`src/rtl/bp_coh_wormhole_concentrator.sv`:
```
`default_nettype none
// ============================================================================
// Module  : bp_coh_wormhole_concentrator
// Brief   : N-to-1 wormhole concentrator with per-channel FIFOs and RR grant.
// Revision: 1.0 - initial release
// ============================================================================
module bp_coh_wormhole_concentrator #(
  parameter int flit_width_p = 64,
  parameter int len_width_p  = 4,
  parameter int len_lsb_p    = 0,
  parameter int num_in_p     = 4,
  parameter int fifo_els_p   = 2,
  parameter int cnt_width_p  = 16
) (
  input  logic                                   coh_clk_i,
  input  logic                                   coh_reset_i,
  input  logic [num_in_p-1:0][flit_width_p+1:0]  in_link_i,
  output logic [num_in_p-1:0][flit_width_p+1:0]  in_link_o,
  output logic [flit_width_p+1:0]                out_link_o,
  input  logic [flit_width_p+1:0]                out_link_i,
  input  logic [num_in_p-1:0]                    chan_en_i,
  output logic [cnt_width_p-1:0]                 pkt_count_o
);

  localparam int c_ptr_w  = (num_in_p > 1) ? $clog2(num_in_p) : 1;
  localparam int c_addr_w = $clog2(fifo_els_p);
  localparam int c_cnt_w  = $clog2(fifo_els_p + 1);

  localparam logic [c_ptr_w-1:0]     c_last_ch  = c_ptr_w'(num_in_p - 1);
  localparam logic [c_addr_w-1:0]    c_last_el  = c_addr_w'(fifo_els_p - 1);
  localparam logic [c_cnt_w-1:0]     c_cnt_full = c_cnt_w'(fifo_els_p);
  localparam logic [c_ptr_w:0]       c_num_in   = (c_ptr_w+1)'(num_in_p);
  localparam logic [len_width_p-1:0] c_rem_one  = len_width_p'(1);

  localparam logic [0:0] c_idle   = 1'b0;
  localparam logic [0:0] c_locked = 1'b1;

  logic [num_in_p-1:0]     w_full, w_empty, w_ready, w_enq, w_deq, w_req, w_in_rr;
  logic [flit_width_p-1:0] w_head [num_in_p];

  logic [0:0]             r_state, w_state_nxt;
  logic [c_ptr_w-1:0]     r_ptr, w_ptr_nxt, r_owner, w_owner_nxt;
  logic [len_width_p-1:0] r_rem, w_rem_nxt, w_len;
  logic [cnt_width_p-1:0] r_pkt_cnt;

  logic [c_ptr_w-1:0]      w_gnt_idx, w_cand, w_sel;
  logic [c_ptr_w:0]        w_sum;
  logic                    w_gnt_v, w_out_v, w_xfer, w_pkt_done;
  logic [flit_width_p-1:0] w_out_data;

  for (genvar i = 0; i < num_in_p; i++) begin : g_fifo
    logic [flit_width_p-1:0] r_mem [fifo_els_p];
    logic [c_addr_w-1:0]     r_wr, r_rd;
    logic [c_cnt_w-1:0]      r_cnt;

    assign w_full[i]  = (r_cnt == c_cnt_full);
    assign w_empty[i] = (r_cnt == '0);
    // Ready depends only on registered occupancy, never on the output side.
    assign w_ready[i] = ~w_full[i] & ~coh_reset_i;
    assign w_enq[i]   = in_link_i[i][flit_width_p+1] & w_ready[i];
    assign w_req[i]   = ~w_empty[i] & chan_en_i[i];
    assign w_head[i]  = r_mem[r_rd];
    assign w_in_rr[i] = in_link_i[i][0];
    assign in_link_o[i] = {{(flit_width_p+1){1'b0}}, w_ready[i]};

    always_ff @(posedge coh_clk_i) begin
      if (w_enq[i]) r_mem[r_wr] <= in_link_i[i][flit_width_p:1];
    end

    always_ff @(posedge coh_clk_i or posedge coh_reset_i) begin
      if (coh_reset_i) begin
        r_wr  <= '0;
        r_rd  <= '0;
        r_cnt <= '0;
      end else begin
        if (w_enq[i]) r_wr <= (r_wr == c_last_el) ? '0 : r_wr + 1'b1;
        if (w_deq[i]) r_rd <= (r_rd == c_last_el) ? '0 : r_rd + 1'b1;
        if (w_enq[i] && !w_deq[i])      r_cnt <= r_cnt + 1'b1;
        else if (!w_enq[i] && w_deq[i]) r_cnt <= r_cnt - 1'b1;
      end
    end
  end

  always_ff @(posedge coh_clk_i or posedge coh_reset_i) begin
    if (coh_reset_i) begin
      r_state   <= c_idle;
      r_ptr     <= '0;
      r_owner   <= '0;
      r_rem     <= '0;
      r_pkt_cnt <= '0;
    end else begin
      r_state <= w_state_nxt;
      r_ptr   <= w_ptr_nxt;
      r_owner <= w_owner_nxt;
      r_rem   <= w_rem_nxt;
      if (w_pkt_done && (r_pkt_cnt != '1)) r_pkt_cnt <= r_pkt_cnt + 1'b1;
    end
  end

  // Round-robin search from r_ptr; descending offset so the nearest wins.
  always_comb begin
    w_gnt_idx = r_ptr;
    w_gnt_v   = 1'b0;
    w_sum     = '0;
    w_cand    = '0;
    for (int k = num_in_p - 1; k >= 0; k--) begin
      w_sum = {1'b0, r_ptr} + (c_ptr_w+1)'(k);
      if (w_sum >= c_num_in) w_sum = w_sum - c_num_in;
      w_cand = w_sum[c_ptr_w-1:0];
      if (w_req[w_cand]) begin
        w_gnt_v   = 1'b1;
        w_gnt_idx = w_cand;
      end
    end
  end

  always_comb begin
    w_sel      = (r_state == c_locked) ? r_owner : w_gnt_idx;
    w_out_v    = ~coh_reset_i & ((r_state == c_locked) ? ~w_empty[r_owner] : w_gnt_v);
    w_out_data = w_head[w_sel];
    w_xfer     = w_out_v & out_link_i[0];
    w_len      = w_out_data[len_lsb_p +: len_width_p];
    w_deq      = '0;
    if (w_xfer) w_deq[w_sel] = 1'b1;
  end

  always_comb begin
    w_state_nxt = r_state;
    w_ptr_nxt   = r_ptr;
    w_owner_nxt = r_owner;
    w_rem_nxt   = r_rem;
    w_pkt_done  = 1'b0;
    case (r_state)
      c_idle: begin
        if (w_xfer) begin
          w_ptr_nxt = (w_gnt_idx == c_last_ch) ? '0 : w_gnt_idx + 1'b1;
          if (w_len != '0) begin
            w_state_nxt = c_locked;
            w_owner_nxt = w_gnt_idx;
            w_rem_nxt   = w_len;
          end else begin
            w_pkt_done = 1'b1;
          end
        end
      end
      c_locked: begin
        if (w_xfer) begin
          w_rem_nxt = r_rem - 1'b1;
          if (r_rem == c_rem_one) begin
            w_state_nxt = c_idle;
            w_pkt_done  = 1'b1;
          end
        end
      end
      default: w_state_nxt = c_idle;
    endcase
  end

  assign out_link_o  = {w_out_v, w_out_data, 1'b0};
  assign pkt_count_o = r_pkt_cnt;

  logic w_unused_bits;
  assign w_unused_bits = ^{out_link_i[flit_width_p+1:1], w_in_rr};

endmodule
`default_nettype wire

```
`config.mk`:
```
export PLATFORM = sky130hd
export DESIGN_NAME = bp_coh_wormhole_concentrator
export DESIGN_NICKNAME = d
export VERILOG_FILES = /design/src/rtl/bp_coh_wormhole_concentrator.sv
export SDC_FILE = /design/constraint.sdc
export NUM_CORES = 1
export LEC_CHECK = 0
export ABC_CLOCK_PERIOD_IN_PS = 8700
export BUFFER_PORTS_ARGS = -buffer_cell sky130_fd_sc_hd__buf_2
export CAP_MARGIN = 20
export CORE_AREA = 3 3 267 269
export DETAILED_ROUTE_END_ITERATION = 12
export DIE_AREA = 0 0 270 272
export PLACE_DENSITY = 0.66
export REMOVE_ABC_BUFFERS = 1
export SYNTH_ARGS = -nofsm -noshare
export SYNTH_HDL_FRONTEND = slang
export SYNTH_SLANG_ARGS = --single-unit
```
`constraint.sdc`:
```
create_clock -name coh_clk_i -period 8.7 [get_ports coh_clk_i]
set_input_delay 0.435 -clock coh_clk_i [delete_from_list [all_inputs] [get_ports coh_clk_i]]
set_output_delay 0.435 -clock coh_clk_i [all_outputs]
set_load 0.01 [all_outputs]
```
## After elaboration in Yosys (flattened, before gate mapping)

Memories as Yosys holds them, arrays and structs flattened.
Index checks and enable logic that the tools add are counted.

| storage, ports and cells | value |
|---|---|
| bits in writable memories | 512 |
| memories kept | 4 |
| bits in registers | 41 |
| word-level logic and storage cells | 194 |
| input bits | 336 |

| cells by class | value |
|---|---|
| equal/unequal tests | 10 |
| add/sub/neg operators | 26 |
| reductions and logical operators | 30 |
| multiplexer cells | 69 |
| $lt $le $gt $ge | 12 |
| bitwise operators | 26 |

Memories:

| memory | words | width | read ports | clocked after Yosys merged registers in | wr ports | line | RTL |
|---|---|---|---|---|---|---|---|
| g_fifo[0].r_mem | 2 | 64 | 1 | 0 | 1 | 52 | `logic [flit_width_p-1:0] r_mem [fifo_els_p];` |
| g_fifo[1].r_mem | 2 | 64 | 1 | 0 | 1 | 52 |  |
| g_fifo[2].r_mem | 2 | 64 | 1 | 0 | 1 | 52 |  |
| g_fifo[3].r_mem | 2 | 64 | 1 | 0 | 1 | 52 |  |

Operator list:

| operator | number |
|---|---|
| 64-bit binary-select mux with 2-bit select | 1 |
| 64-bit two-way mux | 2 |
| 2-bit two-way mux | 18 |
| 1-bit two-way mux | 35 |
| 2-bit by 3-bit less-than comparator with 1-bit output, second input constant | 6 |
| 16-bit by 1-bit adder with 16-bit output, second input constant | 1 |
| 4-bit two-way mux | 4 |
| 16-bit inequality test, second input constant | 1 |
| 2-bit by 1-bit subtractor with 2-bit output, second input constant | 8 |
| 1-bit bitwise AND | 14 |
| 3-bit >= comparator, second input constant | 4 |
| 1-bit inverter | 11 |
| 2-bit by 1-bit adder with 2-bit output, second input constant | 5 |
| 1-bit binary-select mux with 2-bit select | 5 |
| 2-bit equality test, second input constant | 5 |
| 1-bit logical AND | 10 |
| 1-bit adder, second input constant | 8 |
| 1-bit zero test | 8 |
| 2-bit zero test | 4 |
| 4-bit one-hot mux with 2 select lines | 1 |
| 2-bit nonzero test | 4 |
| 2-bit by 2-bit adder with 3-bit output, second input constant | 2 |
| 3-bit AND reduction | 2 |
| 4-bit by 1-bit equality test with 1-bit output, second input constant | 1 |
| 11 further kinds | 13 |

## Depth between registers and ports, before layout

Gate-level depths: netlist of the first run.

| depth | value |
|---|---|
| depth after elaboration | 19 |
| gate-level depth with buffers | 14 |

## Least setup slack after synthesis of the first run

No wires, ideal clock.

| path | value |
|---|---|
| path kind | register to register |
| start | reg g_fifo[1].r_cnt[0] |
| end | mem g_fifo[1].r_mem[0][0] (enable) |
| slack | 4584 ps |
| data arrival time | 3629 ps |
| stages on the path, launching flop included | 5 |
| cells stage by stage | dfrtp_1 > inv_1 > a21oi_1 > nand2_1 > nor2_1 |

RTL lines:

| item | line | RTL |
|---|---|---|
| from (decl) | 54 | `logic [c_cnt_w-1:0] r_cnt;` |
| from (signal assigned) | 78 | `if (w_enq[i] && !w_deq[i]) r_cnt <= r_cnt + 1'b1;` |
| from (signal assigned) | 79 | `else if (!w_enq[i] && w_deq[i]) r_cnt <= r_cnt - 1'b1;` |
| to (decl) | 52 |  |

## Worst setup path after layout of the first run

| path | value |
|---|---|
| start | reg g_fifo[1].r_cnt[0] |
| end | out out_link_o[25] |

| on the way | value |
|---|---|
| longest elaborated chain between the ends | 14 |
| elaborated cells between the ends (all ways) | 20 |

Ends and longest elaborated chain:

| item | line | RTL |
|---|---|---|
| 2-bit zero test * | 57 | `assign w_empty[i] = (r_cnt == '0);` |
| 1-bit inverter * | 61 | `assign w_req[i] = ~w_empty[i] & chan_en_i[i];` |
| 1-bit bitwise AND * | 61 |  |
| 1-bit binary-select mux with 2-bit select | 110 | `if (w_req[w_cand]) begin` |
| 1-bit two-way mux (implied by the code) | 110 |  |
| 2-bit two-way mux (3 in series) | 110 |  |
| 2-bit two-way mux * | 110 |  |
| 2-bit two-way mux * | 118 | `w_sel = (r_state == c_locked) ? r_owner : w_gnt_idx;` |
| 2-bit inverter with 3-bit output (implied by the code) * | 120 | `w_out_data = w_head[w_sel];` |
| 64-bit binary-select mux with 2-bit select * | 120 |  |
| 64-bit two-way mux (implied by the code) * (2 in series) | 120 |  |
| to (decl) | 19 | `output logic [flit_width_p+1:0] out_link_o,` |

Mark *: on every way between the ends. The rest lies on a longest branch, timed or not. The select of a mux whose other input is x is not followed.

==> results of run 1 <==
-- routing by layer --
metal / GRT usage [%] / wire (microns)
met2: 32.1 / 35000
met1: 20.4 / 25900
met3: 3.51 / 4180
met4: 6.59 / 2500
met5: 0 / 13
-- what timing repair did --
item                                   in CTS  in global routing
resized for setup                           0                  0
endpoints found under the hold margin     494                  0
hold buffers                              248                  0
-- logic make-up (layout without fill, tap and decap cells) --
group,after synthesis,in the layout,synth area share (%)
flops,553,553,66.8
simple gates,214,214,3.80
fa+ha+maj,8,8,0.408
mux,272,272,12.0
buf+inv,354,746,9.62
xor+xnor,33,33,1.18
compound gates,232,232,6.16
other cells,1,268,0.0153
-- final timing paths --
path	from	endpoint	slack, ps	cells past startpoint
worst max-delay path	g_fifo[1].r_cnt[0]	out_link_o[25]	3850	9
worst min-delay path	in_link_i[126]	g_fifo[1].r_mem[1][59]	50	1
worst max register to register	g_fifo[3].r_rd	pkt_count_o[1]	4520	7
worst min register to register	pkt_count_o[11]	pkt_count_o[11]	480	1
max in group asynchronous	coh_reset_i	g_fifo[3].r_rd	8160	3
min in group asynchronous	coh_reset_i	r_ptr[1]	100	3
-- per-stage QoR --
| step | utilization (%) | power (mW) | area [sq um] | hold WS, ps |
|---|---|---|---|---|
| 4_1_cts | 44.6 | 8.75 | 30700 | 1.34 |
| 2_1_floorplan | - | 5.21 | 23200 | 461 |
| 6_report | 44.6 | 8.70 | 30700 | 52.4 |
| 3_5_place_dp | 38.3 | 6.26 | 26400 | 472 |
| 3_3_place_gp | 38.3 | 6.20 | 26400 | 470 |
| 5_1_grt | 44.6 | 9.13 | 30700 | 6.87 |
-- cell usage after synthesis (3+ instances only) --
master,n,area share [%]
mux2i_1,135,5.5
edfxtp_1,512,63
buf_4,262,8.0
nand3_1,12,0.24
buf_1,8,0.12
inv_1,15,0.23
mux2_2,132,6.1
xnor2_1,21,0.75
and3_1,6,0.15
nor2_1,23,0.35
ha_1,8,0.41
nand4_1,4,0.10
buf_6,4,0.18
o211ai_1,62,1.9
a21oi_1,10,0.20
mux4_2,3,0.28
xor2_1,12,0.43
nor3_1,6,0.12
clkbuf_1,61,0.93
nand2_1,147,2.2
o21a_1,4,0.12
o22ai_1,3,0.076
dfrtp_1,41,4.2
o21ai_0,128,2.6
-- state kept, by name, indices dropped and copies added, names as in the netlist --
signal	cells
r_owner	2
g_fifo.r_mem	512
g_fifo.r_wr	4
g_fifo.r_cnt	8
r_state	1
r_ptr	2
pkt_count_o	16
g_fifo.r_rd	4
r_rem	4
-- cell type report --
type	count	share of cell area, %
antenna	7	0.0570
clock buffer	74	5.09
clock inverter	37	0.892
inverter	16	0.212
multi-input combinational	1020	22.2
sequential	553	53.4
tap	931	3.79
timing repair buffer	619	14.3
-- where the power goes --
group / switching, mW / total, mW / internal, mW / leakage [nW]
Combinational: 1.66 / 2.71 / 1.05 / 5.26
Clock: 1.02 / 2.38 / 1.36 / 0.900
Sequential: 0.293 / 3.60 / 3.31 / 5.20
Total: 2.98 / 8.70 / 5.72 / 11.4
==> impl_metrics.env, run 1 <==
export IMPL_powerDensity_mw_per_mm2=283
export IMPL_crit_required_ps=8270
export IMPL_path_delay_family="compound AO/OA/AOI/OAI gates"
export IMPL_final_common_cell="edfxtp_1"
export IMPL_fin_cells=3257
export IMPL_synthCells=1667
export IMPL_setup_viol=0
export IMPL_critPathKind="register to output port"
export IMPL_worstPathMaxFanout=85
export IMPL_clock_latency_ps=600
export IMPL_grt_pass1_vias=16100
export IMPL_ys_async_sr_fraction_pct=7.41
export IMPL_routedWlPerCell_microns=20.7
export IMPL_worst_slack_ps=3850
export IMPL_pre_cts_ws_ps=4470
export IMPL_htree_levels=2
export IMPL_cts_inserted_buffers=59
export IMPL_max_freq_ghz=0.206
export IMPL_area_growth_pct=25.2
export IMPL_grt_max_degree=86
export IMPL_period_minus_slack_ps=4850
export IMPL_grt_pass1_wl_microns=98300
export IMPL_drv_cap=0
export IMPL_dieArea_sq_mm=0.0734
export IMPL_crit_arrival_ps=4410
export IMPL_slowest_stage="buf_4"
export IMPL_fp_dieW_microns=270
export IMPL_antenna_found_initial=9
export IMPL_synth_seq_cells=553
export IMPL_fin_skew_ps=18.7
export IMPL_fin_crit_sh_pct=55.7
export IMPL_num_vias=15300
export IMPL_multi_input_area_sq_mm=0.00682
export IMPL_grt_overflow=0
export IMPL_avgSynthCellArea_sq_um=14.7
export IMPL_grt_use_total_pct=17.6
export IMPL_drtPass1Iterations=5
export IMPL_synthFlopType="edfxtp_1"
export IMPL_drc=0
export IMPL_clkTransAtPathRegs_ps=60
export IMPL_path_buf_inv=2
export IMPL_start_kind="register"
export IMPL_initial_core_util_pct=35.7
export IMPL_max_vdd_ir_drop_uv=295
export IMPL_post_cts_repair_setup_buffers=0
export IMPL_hpwl_microns=42400
export IMPL_viasPerCell=4.69
export IMPL_rsz0062_at_grt="false"
export IMPL_ios=682
export IMPL_leakagePower_nw=11.4
export IMPL_crit_chain="o21ai_4 -> a31oi_1 -> o21a_1 -> nor3_1 -> a21o_4 -> buf_4 -> o21ai_0 -> o21ai_0 -> buf_2"
export IMPL_max_stage_delay_ps=790
export IMPL_hold_viol=0
export IMPL_final_setup_tns_ps=0
export IMPL_ys_seq_area_share_pct=66.8
export IMPL_clk_path_buf_depth=3
export IMPL_synth_cell_types=65
export IMPL_worstSetupEndpointType="output port"
export IMPL_syn_cell_area_sq_mm=0.0245
export IMPL_drive_gt1_share_pct=27.1
export IMPL_drtIter0Drc=974
export IMPL_cts_tree="built"
export IMPL_wl_microns=67500
export IMPL_finalNetCount=2613
export IMPL_status="complete, no violations"
export IMPL_seq_area_sq_mm=0.0164
export IMPL_core_area_sq_mm=0.0688
export IMPL_yosysWarnings=0
export IMPL_slew_headroom_pct=26.6
export IMPL_worst_slew_pin_slew_ps=1100
export IMPL_clock_sinks=553
export IMPL_place_gp_congestion=0.837
export IMPL_io_buffers=351
export IMPL_maxSlewViolCount=0
export IMPL_fill_cells=6047
export IMPL_hold_class="input pin to register"
export IMPL_drtAntennaViolNets=0
export IMPL_die_h_microns=272
export IMPL_cp_common_cell="o21ai_0"
export IMPL_placed_cells=2890
export IMPL_synth_edf_count=512
export IMPL_cts_root_buf="clkbuf_16"
export IMPL_rows=96
export IMPL_mostFrequentLayoutCells="edfxtp_1 (512), buf_2 (351), conb_1 (261)"
Power figures use the tool's default switching activity.
==> run 2, diff against run 1 <==
- ABC_CLOCK_PERIOD_IN_PS: 8700 -> 5050
- CORE_AREA: 3 3 267 269 -> 3 3 261 263
- DIE_AREA: 0 0 270 272 -> 0 0 264 266
- PLACE_DENSITY: 0.66 -> 0.68
- clock period: 8.7 -> 5.05 ns (I/O delays scaled with it)
==> run 2 against run 1 <==
Combinational power grew 76%. Clock power grew 81%. Hold slack gained 71 ps. Register-to-register slack lost 2900 ps. Power grew 75%. Design area grew 0.96%. Die area shrank 4.4%. Sequential cell count is the same. Worst setup slack lost 2700 ps. Wire length shrank 3.0%. Core utilization grew 2.5 points. Global-route usage grew 0.35 points. Critical path type unchanged. Highest routed layer is now met4.
==> impl_metrics.env, run 2 (same netlist as run 1, synthesis figures left out) <==
export IMPL_start_kind="register"
export IMPL_io_buffers=351
export IMPL_finalNetCount=2633
export IMPL_grt_use_total_pct=18.0
export IMPL_fin_util_pct=47.1
export IMPL_worstSetupEndpointType="output port"
export IMPL_place_gp_congestion=0.886
export IMPL_status="complete, no violations"
export IMPL_viasPerCell=4.77
export IMPL_drtAntennaViolNets=0
export IMPL_cts_tree="built"
export IMPL_path_delay_family="compound AO/OA/AOI/OAI gates"
export IMPL_cts_root_buf="clkbuf_16"
export IMPL_crit_arrival_ps=3610
export IMPL_final_cell_area_sq_mm=0.0310
export IMPL_wl_microns=65500
export IMPL_antenna_found_initial=5
export IMPL_drive_gt1_share_pct=27.5
export IMPL_hold_class="input pin to register"
export IMPL_setup_viol=0
export IMPL_dieArea_sq_mm=0.0702
export IMPL_hold_viol=0
export IMPL_cts_inserted_buffers=59
export IMPL_initial_core_util_pct=37.3
export IMPL_fp_dieW_microns=264
export IMPL_drv_cap=0
export IMPL_placed_cells=2830
export IMPL_worst_slew_pin_slew_ps=806
export IMPL_maxSlewViolCount=0
export IMPL_max_freq_ghz=0.259
export IMPL_clk_path_buf_depth=3
export IMPL_slowest_stage="a21o_4"
export IMPL_post_cts_repair_setup_buffers=0
export IMPL_htree_levels=2
export IMPL_grt_pass1_vias=16200
export IMPL_area_growth_pct=26.4
export IMPL_drc=0
export IMPL_grt_max_degree=68
export IMPL_max_stage_delay_ps=520
export IMPL_largest_reg_flops=512
export IMPL_top_register="g_fifo.r_mem"
export IMPL_fin_skew_ps=13.1
export IMPL_cts_resized=0
export IMPL_clkTransAtPathRegs_ps=60
export IMPL_crit_chain="o21ai_4 -> a2bb2oi_2 -> o2bb2a_4 -> nand2_4 -> nor2_1 -> a21o_4 -> buf_12 -> o211ai_1 -> o21ai_0 -> buf_2"
export IMPL_worstPathMaxFanout=67
export IMPL_rows=94
export IMPL_holdWs_ps=124
export IMPL_max_vdd_ir_drop_uv=357
export IMPL_dpl_cell_area_sq_mm=0.0264
export IMPL_grt_overflow=0
export IMPL_die_h_microns=266
export IMPL_clock_sinks=553
export IMPL_ios=682
export IMPL_crit_required_ps=4800
export IMPL_pre_cts_ws_ps=1590
export IMPL_routedWlPerCell_microns=20.5
export IMPL_final_setup_tns_ps=0
export IMPL_core_area_sq_mm=0.0659
export IMPL_slew_headroom_pct=46.3
export IMPL_critPathKind="register to output port"
export IMPL_drtPass1Iterations=5
export IMPL_final_common_cell="edfxtp_1"
export IMPL_mostFrequentLayoutCells="edfxtp_1 (512), buf_2 (351), conb_1 (261), dlygate4sd3_1 (261), nand2_1 (147)"
export IMPL_rsz0062_at_grt="false"
export IMPL_fin_crit_sh_pct=76.4
export IMPL_powerDensity_mw_per_mm2=490
export IMPL_drtIter0Drc=1031
export IMPL_hpwl_microns=41700
export IMPL_grt_pass1_wl_microns=96500
export IMPL_worst_slack_ps=1190
export IMPL_leakagePower_nw=11.5
export IMPL_clock_latency_ps=590
export IMPL_fin_cells=3203
export IMPL_path_buf_inv=2
export IMPL_num_vias=15300
export IMPL_power_mw=15.2
export IMPL_period_minus_slack_ps=3860
==> run 2: cell count changes in the layout (fill, tap and decap cells not counted), sizes merged <==
cell	change
dlygate4sd3	+13
clkinv	-11
buf	+7
clkbuf	+6
diode	-3
bufinv	+2
inv	-1
==> run 2: metal layers <==
layer  vias up  GRT usage, %  part of all wire [%]
met4         0          6.28                   3.2
met3       118          3.23                   6.0
met2       670          33.2                    53
li1       6901             -                     -
met1      7584          20.9                    38
met5         -             0                     0
==> run 2: worst reg2reg max path, delay by kind of cell (launching register included) <==
kind            cells  cell delay [ps]
simple gates        2              250
compound gates      3             1050
flops               1              850
mux                 3             1170
==> run 2: worst paths after layout <==
kind / startpoint / end / slack, ps / depth (start not counted)
worst max-delay path: g_fifo[0].r_cnt[0] / out_link_o[19] / 1190 / 10
worst min-delay path: out_link_i[0] / r_ptr[1] / 120 / 5
worst max register to register: g_fifo[3].r_rd / pkt_count_o[1] / 1610 / 8
worst min register to register: pkt_count_o[15] / pkt_count_o[15] / 490 / 1
max in group asynchronous: coh_reset_i / g_fifo[3].r_rd / 4160 / 4
min in group asynchronous: coh_reset_i / g_fifo[1].r_cnt[1] / 460 / 4
==> run 2: timing repair <==
action	CTS	global route
endpoints found under the setup margin	0	0
hold endpoints to repair	557	0
hold buffers	261	0
==> run 2: layout make-up <==
cell class                 instances  area, sq um
fill                            5577        34800
sequential                       553        16400
multi-input combinational       1020         6820
timing repair buffer             639         4680
clock buffer                      80         1650
tap                              864         1080
clock inverter                    27          300
inverter                          16         65.1
antenna                            4         10.0
==> run 2: where the power goes <==
group,total [mW],internal (mW),leakage (nW),switching (mW)
Sequential,6.14,5.70,5.20,0.443
Clock,4.31,2.53,0.952,1.77
Combinational,4.76,1.88,5.37,2.88
==> run 3, diff against run 2 <==
- ABC_CLOCK_PERIOD_IN_PS: 5050 -> 3850
- clock period: 5.05 -> 3.85 ns (I/O delays scaled with it)
==> run 3 against run 2 <==
Count of clock-buffer cells in the layout down 11. Core utilization down 0.14 points. Hold slack worse by 19 ps. Critical path type unchanged.
==> impl_metrics.env, run 3 (same netlist as run 1, synthesis figures left out) <==
export IMPL_max_stage_delay_ps=470
export IMPL_antenna_found_initial=6
export IMPL_p_int_mw=13.0
export IMPL_hpwl_microns=41400
export IMPL_r2r_slack_ps=440
export IMPL_met3_usage_pct=2.92
export IMPL_hp_start="out_link_i[0]"
export IMPL_cts_root_buf="clkbuf_16"
export IMPL_grt_overflow=0
export IMPL_power_mw=19.8
export IMPL_worstHoldEndpoint="r_ptr[1]"
export IMPL_cts_tree="built"
export IMPL_worstPathMaxFanout=45
export IMPL_grt_pass1_vias=16000
export IMPL_core_area_sq_mm=0.0659
export IMPL_period_minus_slack_ps=3590
export IMPL_path_buf_inv=2
export IMPL_clk_path_buf_depth=3
export IMPL_slowest_stage="dfrtp_1"
export IMPL_clock_sinks=553
export IMPL_num_vias=15300
export IMPL_fp_dieW_microns=264
export IMPL_critPathKind="register to output port"
export IMPL_worst_slew_pin_slew_ps=923
export IMPL_fin_cells=3202
export IMPL_r2r_cells=8
export IMPL_pwr_share_seq_pct=39.9
export IMPL_finalNetCount=2636
export IMPL_grt_pass1_wl_microns=95500
export IMPL_p_clk_share_pct=27.0
export IMPL_worstSetupEndpointType="output port"
export IMPL_drtAntennaViolNets=0
export IMPL_cts_inserted_buffers=58
export IMPL_drtPass1Iterations=5
export IMPL_routedWlPerCell_microns=20.6
export IMPL_fill_cells=5625
export IMPL_largest_reg_flops=512
export IMPL_fin_util_pct=47.0
export IMPL_drive_gt1_share_pct=27.1
export IMPL_initial_core_util_pct=37.3
export IMPL_drv_cap=0
export IMPL_rows=94
export IMPL_die_h_microns=266
export IMPL_path_delay_family="compound AO/OA/AOI/OAI gates"
export IMPL_rsz0062_at_grt="false"
export IMPL_dieArea_sq_mm=0.0702
export IMPL_gr_usage_met2_pct=32.4
export IMPL_htree_levels=2
export IMPL_viasPerCell=4.78
export IMPL_setup_viol=0
export IMPL_netSwitchingFraction_pct=34.0
export IMPL_place_gp_congestion=0.828
export IMPL_clock_latency_ps=600
export IMPL_hold_path_depth=5
export IMPL_leakagePower_nw=11.5
export IMPL_drtIter0Drc=934
export IMPL_hold_class="input pin to register"
export IMPL_max_vdd_ir_drop_uv=363
export IMPL_final_common_cell="edfxtp_1"
export IMPL_ios=682
export IMPL_met1_usage_pct=20.8
export IMPL_powerDensity_mw_per_mm2=639
export IMPL_max_freq_ghz=0.279
export IMPL_final_setup_tns_ps=0
export IMPL_crit_required_ps=3660
export IMPL_fin_skew_ps=15.5
export IMPL_r2r_start="r_owner[0]"
export IMPL_grt_use_total_pct=17.7
export IMPL_fin_crit_sh_pct=93.2
export IMPL_mostFrequentLayoutCells="edfxtp_1 (512), buf_2 (351), conb_1 (261), dlygate4sd3_1 (261), nand2_1 (147)"
export IMPL_maxSlewViolCount=0
export IMPL_grt_max_degree=69
export IMPL_drc=0
export IMPL_io_buffers=351
export IMPL_crit_arrival_ps=3400
export IMPL_r2r_end="pkt_count_o[1]"
export IMPL_dpl_cell_area_sq_mm=0.0264
export IMPL_final_cell_area_sq_mm=0.0309
export IMPL_slew_headroom_pct=38.4
export IMPL_post_cts_repair_setup_buffers=0
export IMPL_status="complete, no violations"
export IMPL_start_kind="register"
export IMPL_area_growth_pct=26.0
export IMPL_grt_busiest_layer="met2"
export IMPL_placed_cells=2832
export IMPL_p_switching_mw=6.71
export IMPL_wl_microns=65900
export IMPL_top_register="g_fifo.r_mem"
export IMPL_clkTransAtPathRegs_ps=60
export IMPL_hold_viol=0
export IMPL_crit_chain="o21ai_4 -> o22ai_2 -> o2bb2a_4 -> nand2_4 -> nor2_2 -> a21o_4 -> buf_12 -> o211ai_1 -> o21ai_0 -> buf_2"
export IMPL_comb_power_share_pct=33.0
-- run 3: metrics by stage --
| step | hold WS, ps | setup WS, ps |
|---|---|---|
| final | 105 | 262 |
| after global routing | 90.7 | 13.8 |
| after CTS | 55.2 | 88.1 |
| after detailed placement | 383 | 563 |
| after global placement | 379 | 580 |
| after floorplan | 291 | -1950 |
-- run 3: power by group through the flow --
stage	Clock [mW]	Sequential, mW	Combinational (mW)
finish	5.33	7.89	6.53
global placement	0	7.95	6.12
floorplan	0	8.18	3.59
global route	5.70	7.96	7.05
detailed placement	0	8.00	6.21
CTS	5.45	7.88	6.46
-- run 3: worst max path at each step --
stage | start | to | slack, ps | cells past startpoint
4_1_cts | g_fifo[0].r_cnt[0] | out_link_o[42] | 90 | 10
6_report | g_fifo[0].r_cnt[0] | out_link_o[19] | 260 | 10
5_1_grt | g_fifo[1].r_cnt[0] | out_link_o[19] | 10 | 9
2_1_floorplan | g_fifo[1].r_cnt[0] | g_fifo[3].r_cnt[1] | -1950 | 10
3_3_place_gp | g_fifo[1].r_cnt[0] | pkt_count_o[1] | 580 | 10
3_5_place_dp | g_fifo[3].r_cnt[0] | pkt_count_o[1] | 560 | 11
-- run 3: cell type report --
cell class	count	area, sq um	area share [%]
diodes	2	5.00	0.0162
clock buffers	69	1510	4.90
clock inverters	35	292	0.943
inverters	16	65.1	0.210
multi-input cells	1022	6840	22.1
flip-flops and latches	553	16400	53.1
well taps	864	1080	3.50
repair buffers	641	4710	15.2
-- run 3: repair_timing --
item                                    in CTS  in global routing
hold buffers                               261                  0
hold endpoints to repair                   557                  0
endpoints found under the setup margin       0                 17
gates resized for setup                      0                  3
-- run 3: per-layer routing --
layer | vias to the layer above | wire, microns
li1 | 6914 | -
met1 | 7624 | 25100
met2 | 642 | 34700
met3 | 110 | 3690
met4 | 6 | 2400
met5 | - | 35
-- run 3: worst reg2reg max path: stages, from the launching register on --
cell      delay (ps)
dfrtp_1          630
nor3b_1          270
o311ai_0         530
nand4_1          390
nor3_1           360
nand3b_1         250
o31ai_4          230
o31a_2           290
mux2_2           340
